--- config.mk ---
export PLATFORM = sky130hd
export DESIGN_NAME = gray_codec
export DESIGN_NICKNAME = d
export VERILOG_FILES = /design/src/rtl/gray_codec_pkg.sv /design/src/rtl/gray_codec_stage.sv /design/src/rtl/gray_codec.sv
export SDC_FILE = /design/constraint.sdc
export NUM_CORES = 1
export LEC_CHECK = 0
export ABC_AREA = 0
export CORE_MARGIN = 8
export CORE_UTILIZATION = 42
export CTS_CLUSTER_SIZE = 24
export DETAILED_ROUTE_END_ITERATION = 8
export PLACE_DENSITY = 0.69
export SYNTH_ARGS = -nofsm -noshare
export SYNTH_HDL_FRONTEND = slang
export SYNTH_HIERARCHICAL = 1
export SYNTH_SLANG_ARGS = --single-unit
export TNS_END_PERCENT = 1
--- constraint.sdc ---
create_clock -name clk -period 1.6 [get_ports clk]
set_input_delay 0.32 -clock clk [delete_from_list [all_inputs] [get_ports clk]]
set_output_delay 0.32 -clock clk [all_outputs]
set_load 0.02 [all_outputs]
--- src/rtl/gray_codec_pkg.sv ---
// gray_codec_pkg: shared constants and helpers for the pipelined binary/Gray codec.
//   MODE_ENC / MODE_DEC : per-word conversion direction carried alongside the data.
//   gc_nstages()        : pipeline depth for a given data width and chunk size.
package gray_codec_pkg;

    localparam logic MODE_ENC = 1'b0;  // binary -> Gray
    localparam logic MODE_DEC = 1'b1;  // Gray -> binary

    // Ceiling division: number of CHUNK-bit slices needed to cover WIDTH bits.
    function automatic int unsigned gc_nstages(input int unsigned width,
                                               input int unsigned chunk);
        return (width + chunk - 1) / chunk;
    endfunction

endpackage

--- src/rtl/gray_codec_stage.sv ---
// gray_codec_stage: one pipeline slot of the Gray codec.
//   Stage K resolves decode bits [WIDTH-1-K*CHUNK : max(0, WIDTH-(K+1)*CHUNK)], seeded by
//   the lowest bit already resolved upstream. Stage 0 also performs the full encode.
// Ports:
//   clk, rst_n             clock, synchronous active-low reset
//   stall                  hold register contents this cycle
//   in_valid/mode/data     word arriving from the previous stage (or the block input)
//   out_valid/mode/data    registered word handed to the next stage (or the block output)
module gray_codec_stage
    import gray_codec_pkg::*;
#(
    parameter int unsigned WIDTH = 8,
    parameter int unsigned CHUNK = 4,
    parameter int unsigned K     = 0
) (
    input  logic             clk,
    input  logic             rst_n,
    input  logic             stall,
    input  logic             in_valid,
    input  logic             in_mode,
    input  logic [WIDTH-1:0] in_data,
    output logic             out_valid,
    output logic             out_mode,
    output logic [WIDTH-1:0] out_data
);

    localparam int HI     = int'(WIDTH) - 1 - int'(K) * int'(CHUNK);
    localparam int LO_RAW = int'(WIDTH) - (int'(K) + 1) * int'(CHUNK);
    localparam int LO     = (LO_RAW < 0) ? 0 : LO_RAW;

    logic             valid_q;
    logic             mode_q;
    logic [WIDTH-1:0] data_q;
    logic [WIDTH-1:0] word_d;
    logic             acc;

    // Bits above HI are already binary; bits in [HI:LO] are resolved here; bits below LO
    // stay raw Gray for later stages. acc tracks the binary value of the bit just above i.
    always_comb begin
        word_d = in_data;
        acc    = 1'b0;
        if (in_mode == MODE_DEC) begin
            for (int i = int'(WIDTH) - 1; i >= 0; i--) begin
                if (i > HI) begin
                    acc = in_data[i];
                end else if (i >= LO) begin
                    acc       = acc ^ in_data[i];
                    word_d[i] = acc;
                end
            end
        end else if (K == 0) begin
            word_d = in_data ^ (in_data >> 1);
        end
    end

    always_ff @(posedge clk) begin
        if (!rst_n) begin
            valid_q <= 1'b0;
            mode_q  <= MODE_ENC;
            data_q  <= '0;
        end else if (!stall) begin
            valid_q <= in_valid;
            mode_q  <= in_mode;
            data_q  <= word_d;
        end
    end

    assign out_valid = valid_q;
    assign out_mode  = mode_q;
    assign out_data  = data_q;

endmodule

--- src/rtl/gray_codec.sv ---
// gray_codec: pipelined binary<->Gray converter with a valid/ready stream interface.
//   Latency NSTAGES = ceil(WIDTH/CHUNK) cycles, one word per cycle, strict FIFO order,
//   mode selectable per word. The whole pipe freezes while the output is stalled.
// Ports:
//   clk, rst_n                       clock, synchronous active-low reset
//   in_valid, in_ready               input handshake (in_ready is combinational)
//   in_mode, in_data                 0 = encode, 1 = decode; word to convert
//   out_valid, out_ready             output handshake
//   out_mode, out_data               registered mode and converted word
module gray_codec
    import gray_codec_pkg::*;
#(
    parameter int unsigned WIDTH = 8,
    parameter int unsigned CHUNK = 4
) (
    input  logic             clk,
    input  logic             rst_n,
    input  logic             in_valid,
    output logic             in_ready,
    input  logic             in_mode,
    input  logic [WIDTH-1:0] in_data,
    output logic             out_valid,
    input  logic             out_ready,
    output logic             out_mode,
    output logic [WIDTH-1:0] out_data
);

    localparam int unsigned NSTAGES = gc_nstages(WIDTH, CHUNK);

    // Index k feeds stage k; index NSTAGES is the last stage's register.
    logic             valid_s [0:NSTAGES];
    logic             mode_s  [0:NSTAGES];
    logic [WIDTH-1:0] data_s  [0:NSTAGES];
    logic             stall;

    assign stall    = out_valid && !out_ready;
    assign in_ready = !stall;

    assign valid_s[0] = in_valid;
    assign mode_s[0]  = in_mode;
    assign data_s[0]  = in_data;

    for (genvar k = 0; k < NSTAGES; k++) begin : g_stage
        gray_codec_stage #(
            .WIDTH (WIDTH),
            .CHUNK (CHUNK),
            .K     (k)
        ) u_stage (
            .clk       (clk),
            .rst_n     (rst_n),
            .stall     (stall),
            .in_valid  (valid_s[k]),
            .in_mode   (mode_s[k]),
            .in_data   (data_s[k]),
            .out_valid (valid_s[k+1]),
            .out_mode  (mode_s[k+1]),
            .out_data  (data_s[k+1])
        );
    end

    assign out_valid = valid_s[NSTAGES];
    assign out_mode  = mode_s[NSTAGES];
    assign out_data  = data_s[NSTAGES];

endmodule

==> report_table.html <==
<table>
<tr><th>Metric</th><th>Value</th></tr>
<tr><th colspan="2">Die</th></tr>
<tr><td>Count of boundary I/O pins</td><td>24</td></tr>
<tr><td>Initial cell density of the core</td><td>0.434</td></tr>
<tr><td>CORE AREA</td><td>about 2200 sq um</td></tr>
<tr><td>DIE WIDTH</td><td>around 63 um</td></tr>
<tr><td>Total number of placement rows</td><td>17</td></tr>
<tr><td>Die boundary height</td><td>63.4 um</td></tr>
<tr><td>Die outline area</td><td>roughly 4000 sq um</td></tr>
<tr><th colspan="2">Placement</th></tr>
<tr><td>Post-Place Worst Slack</td><td>-0.228 ns</td></tr>
<tr><td>Detailed-placement wirelength estimate</td><td>approximately 1400 um</td></tr>
<tr><td>Number of I/O port buffers</td><td>23</td></tr>
<tr><td>RD Place Congestion</td><td>~0.73</td></tr>
<tr><th colspan="2">Yosys</th></tr>
<tr><td>Avg Cell Area, Syn</td><td>about 10 sq um</td></tr>
<tr><td>Biggest area consumer among synthesized cells</td><td>dfxtp_1</td></tr>
<tr><td>Mapped Nets</td><td>approximately 110</td></tr>
<tr><td>YS warnings</td><td>6</td></tr>
<tr><td>Biggest area contributors in the synthesized netlist</td><td>dfxtp_1, mux2i_1, xnor2_1</td></tr>
<tr><td>Cell count after synthesis</td><td>95</td></tr>
<tr><td>Synth Register Bits</td><td>20</td></tr>
<tr><td>Post-synth design cell area</td><td>between 900 and 1000 sq um</td></tr>
<tr><td>Share of the synthesized area in the top cell type</td><td>0.425</td></tr>
<tr><td>Post-synthesis sequential area ratio</td><td>0.425</td></tr>
<tr><td>Number of library cell types mapped by synthesis</td><td>23</td></tr>
<tr><th colspan="2">Clocking</th></tr>
<tr><td>Clock root buffer</td><td>clkbuf_4</td></tr>
<tr><td>TritonCTS buffer count</td><td>3</td></tr>
<tr><td>Number of hold buffers added after cts</td><td>0</td></tr>
<tr><td>Number of clock sinks seen by CTS</td><td>20</td></tr>
<tr><td>Clock tree buffer depth</td><td>2</td></tr>
<tr><td>Reg clk slew, reported paths</td><td>0.11 ns</td></tr>
<tr><td>Worst-Skew Late Latency</td><td>about 0.31 ns</td></tr>
<tr><td>Clock tree from TritonCTS</td><td>yes</td></tr>
<tr><td>H-Tree Level Count</td><td>1</td></tr>
<tr><th colspan="2">Min path</th></tr>
<tr><td>Kind of path behind the tightest hold check</td><td>register to register</td></tr>
<tr><th colspan="2">Detailed routing</th></tr>
<tr><td>Drt drc</td><td>0</td></tr>
<tr><td>Final ANT Viol Nets</td><td>0</td></tr>
<tr><td>Violation count after the first detailed-routing iteration</td><td>17</td></tr>
<tr><td>Vias per cell</td><td>between 4 and 5</td></tr>
<tr><td>First-pass iteration count of the detailed router</td><td>4</td></tr>
<tr><td>Drt wl/cell</td><td>approximately 12 um</td></tr>
<tr><td>Total length of routed wires</td><td>between 1500 and 2000 um</td></tr>
<tr><td>Vias</td><td>between 700 and 800</td></tr>
<tr><th colspan="2">Worst setup path</th></tr>
<tr><td>Reg-to-reg endpoint</td><td>g_stage[1].u_stage/out_data[1]</td></tr>
<tr><td>Maximum net fanout on the critical path</td><td>2</td></tr>
<tr><td>Setup slack, reg-to-reg</td><td>around 0.29 ns</td></tr>
<tr><td>Capturing element of the worst setup path</td><td>in_ready</td></tr>
<tr><td>Nature of the critical path startpoint</td><td>input pin</td></tr>
<tr><td>Worst setup path class</td><td>input pin to output port</td></tr>
<tr><td>Arrival time of data at the critical path endpoint</td><td>1.23 ns</td></tr>
<tr><td>Beginning of the worst register-to-register path</td><td>g_stage[0].u_stage/out_data[3]</td></tr>
<tr><td>Worst-case reg-to-reg path depth</td><td>4</td></tr>
<tr><td>CP endpoint kind</td><td>output port</td></tr>
<tr><td>Data required time at the worst endpoint</td><td>between 1 and 1.5 ns</td></tr>
<tr><td>Crit path from</td><td>out_ready</td></tr>
<tr><th colspan="2">Global route</th></tr>
<tr><td>Number of global-route vias before repair</td><td>~740</td></tr>
<tr><td>Global routing usage summed across all routing layers</td><td>0.0979</td></tr>
<tr><td>Antenna violations before repair</td><td>0</td></tr>
<tr><td>Total grt overflow</td><td>0</td></tr>
<tr><td>Pin count of the biggest net entering global routing</td><td>13</td></tr>
<tr><td>Global-route wire length before repair</td><td>3210 um</td></tr>
<tr><th colspan="2">Timing</th></tr>
<tr><td>Setup repair after global routing missed its margin</td><td>false</td></tr>
<tr><td>Crit share post-route</td><td>0.966</td></tr>
<tr><td>Minimum period implied by the final worst setup slack</td><td>between 1.5 and 2 ns</td></tr>
<tr><td>Final number of setup-violating endpoints</td><td>0</td></tr>
<tr><td>Worst-case headroom to the max-slew limit</td><td>0.822</td></tr>
<tr><td>Setup slack of the critical path after layout</td><td>around 0.054 ns</td></tr>
<tr><td>Worst Hold Slack</td><td>around 0.47 ns</td></tr>
<tr><td>Max-slew violation count</td><td>0</td></tr>
<tr><td>Clock skew after layout</td><td>~0.0074 ns</td></tr>
<tr><td>Worst Max-Slew Pin Slew</td><td>0.266 ns</td></tr>
<tr><td>Highest Clock Rate</td><td>0.647 GHz</td></tr>
<tr><td>Final hold vios</td><td>0</td></tr>
<tr><th colspan="2">Pwr</th></tr>
<tr><td>Largest voltage drop on the vdd net</td><td>~550 uV</td></tr>
<tr><td>Areal power density over the cells</td><td>about 900 nW/um^2</td></tr>
<tr><td>Leakage power of the design</td><td>0.645 nW</td></tr>
<tr><th colspan="2">Final layout</th></tr>
<tr><td>Post-layout nets</td><td>~140</td></tr>
<tr><td>Inserted Diodes</td><td>0</td></tr>
<tr><td>Ratio of cells with drive above 1 in the final layout</td><td>0.125</td></tr>
<tr><td>Area overhead of the layout relative to synthesis</td><td>40.1%</td></tr>
<tr><th colspan="2">Run status</th></tr>
<tr><td>Result of the run</td><td>completed</td></tr>
<tr><th colspan="2">Flow run</th></tr>
<tr><td>MaxCap Viol Count</td><td>0</td></tr>
</table>
[layout make-up]
class                   instances  area [sq um]
fillers                       209           850
multi-input cells              70           518
flip-flops and latches         20           400
repair buffers                 32           307
well taps                      28          35.0
clock inverters                 1          30.0
clock buffers                   3          22.5
inverters                       2          7.51
[through the flow]
step | instances | total power [W] | instance area (sq um) | util | setup TNS (ns)
2_1_floorplan | 95 | 0.000712 | 946 | - | 0
3_3_place_gp | 152 | 0.000813 | 1260 | 0.580 | -0.313
3_5_place_dp | 152 | 0.000819 | 1260 | 0.580 | -0.627
4_1_cts | 156 | 0.00123 | 1310 | 0.601 | 0
5_1_grt | 156 | 0.00128 | 1320 | 0.608 | 0
6_report | 156 | 0.00121 | 1320 | 0.608 | 0
[cells in the mapped netlist]
master	count
dfxtp_1	20
nand2b_1	10
nor2b_1	10
mux2i_1	9
xnor2_1	8
o211a_1	6
nand2_1	5
xor2_1	5
o21ai_0	4
nand3_1	3
clkbuf_1	2
inv_1	2
a211o_1	1
a211o_2	1
a21boi_2	1
a21oi_1	1
a31oi_1	1
and2b_1	1
buf_6	1
nand4_1	1
nor2_1	1
or2b_1	1
or3_1	1
[worst min-delay path by stage]
stage | startpoint | slack, ns | end | cells after the start
floorplan | rst_n | 0.45 | g_stage[1].u_stage/out_data[6] | 1
global placement | g_stage[1].u_stage/out_data[1] | 0.46 | g_stage[1].u_stage/out_data[1] | 2
detailed placement | g_stage[1].u_stage/out_data[1] | 0.46 | g_stage[1].u_stage/out_data[1] | 2
CTS | g_stage[1].u_stage/out_data[1] | 0.48 | g_stage[1].u_stage/out_data[1] | 2
global route | g_stage[1].u_stage/out_data[1] | 0.49 | g_stage[1].u_stage/out_data[1] | 2
finish | g_stage[1].u_stage/out_data[1] | 0.47 | g_stage[1].u_stage/out_data[1] | 2
[cells in the final DEF, fill, tap and decap left out, drive strengths merged, types with 4 or more instances in the layout]
cell type      instances
nor2b                 10
nand2                  5
clkdlybuf4s50         12
buf                    9
nand2b                10
xor2                   5
dlygate4sd2            5
mux2i                  9
dlymetal6s2s           6
dfxtp                 20
xnor2                  8
o211a                  6
o21ai                  4
[cells by family after synthesis]
group / synth area share
DFF: 0.425
buffers and inverters: 0.0279
xor gates and xnor gates: 0.121
muxes: 0.0956
AOI/OAI and AO/OA: 0.129
and+or+nand+nor: 0.202
[report_power, final]
part	leakage (nW)	switching [W]	internal (W)
clock network	0.0279	0.000159	0.000253
logic	0.452	0.000104	0.000130
registers	0.166	0.0000261	0.000538
total	0.645	0.000289	0.000922
[state kept, by name (all words and copies together) (netlist names)]
register / count
g_stage.u_stage/out_data: 16
g_stage.u_stage/out_mode: 2
g_stage.u_stage/out_valid: 2
[per-layer routing]
metal,routed length [um],GRT usage,vias up
met5,0,0,-
met4,28,0.0752,0
met3,77,0.0212,3
met2,866,0.158,16
met1,842,0.109,349
li1,-,-,388
[worst max-delay path, stage by stage]
cell and delay, ns:
clkdlybuf4s50_1 0.48, nand2b_1 0.10, dlygate4sd2_1 0.33
[timing repair]
| action | 4_1_cts | 5_1_grt |
|---|---|---|
| resized for setup | 5 | 6 |
| buffers inserted | 0 | 0 |
| endpoints found under the setup margin | 5 | 6 |
(Power assumes the default switching activity.)
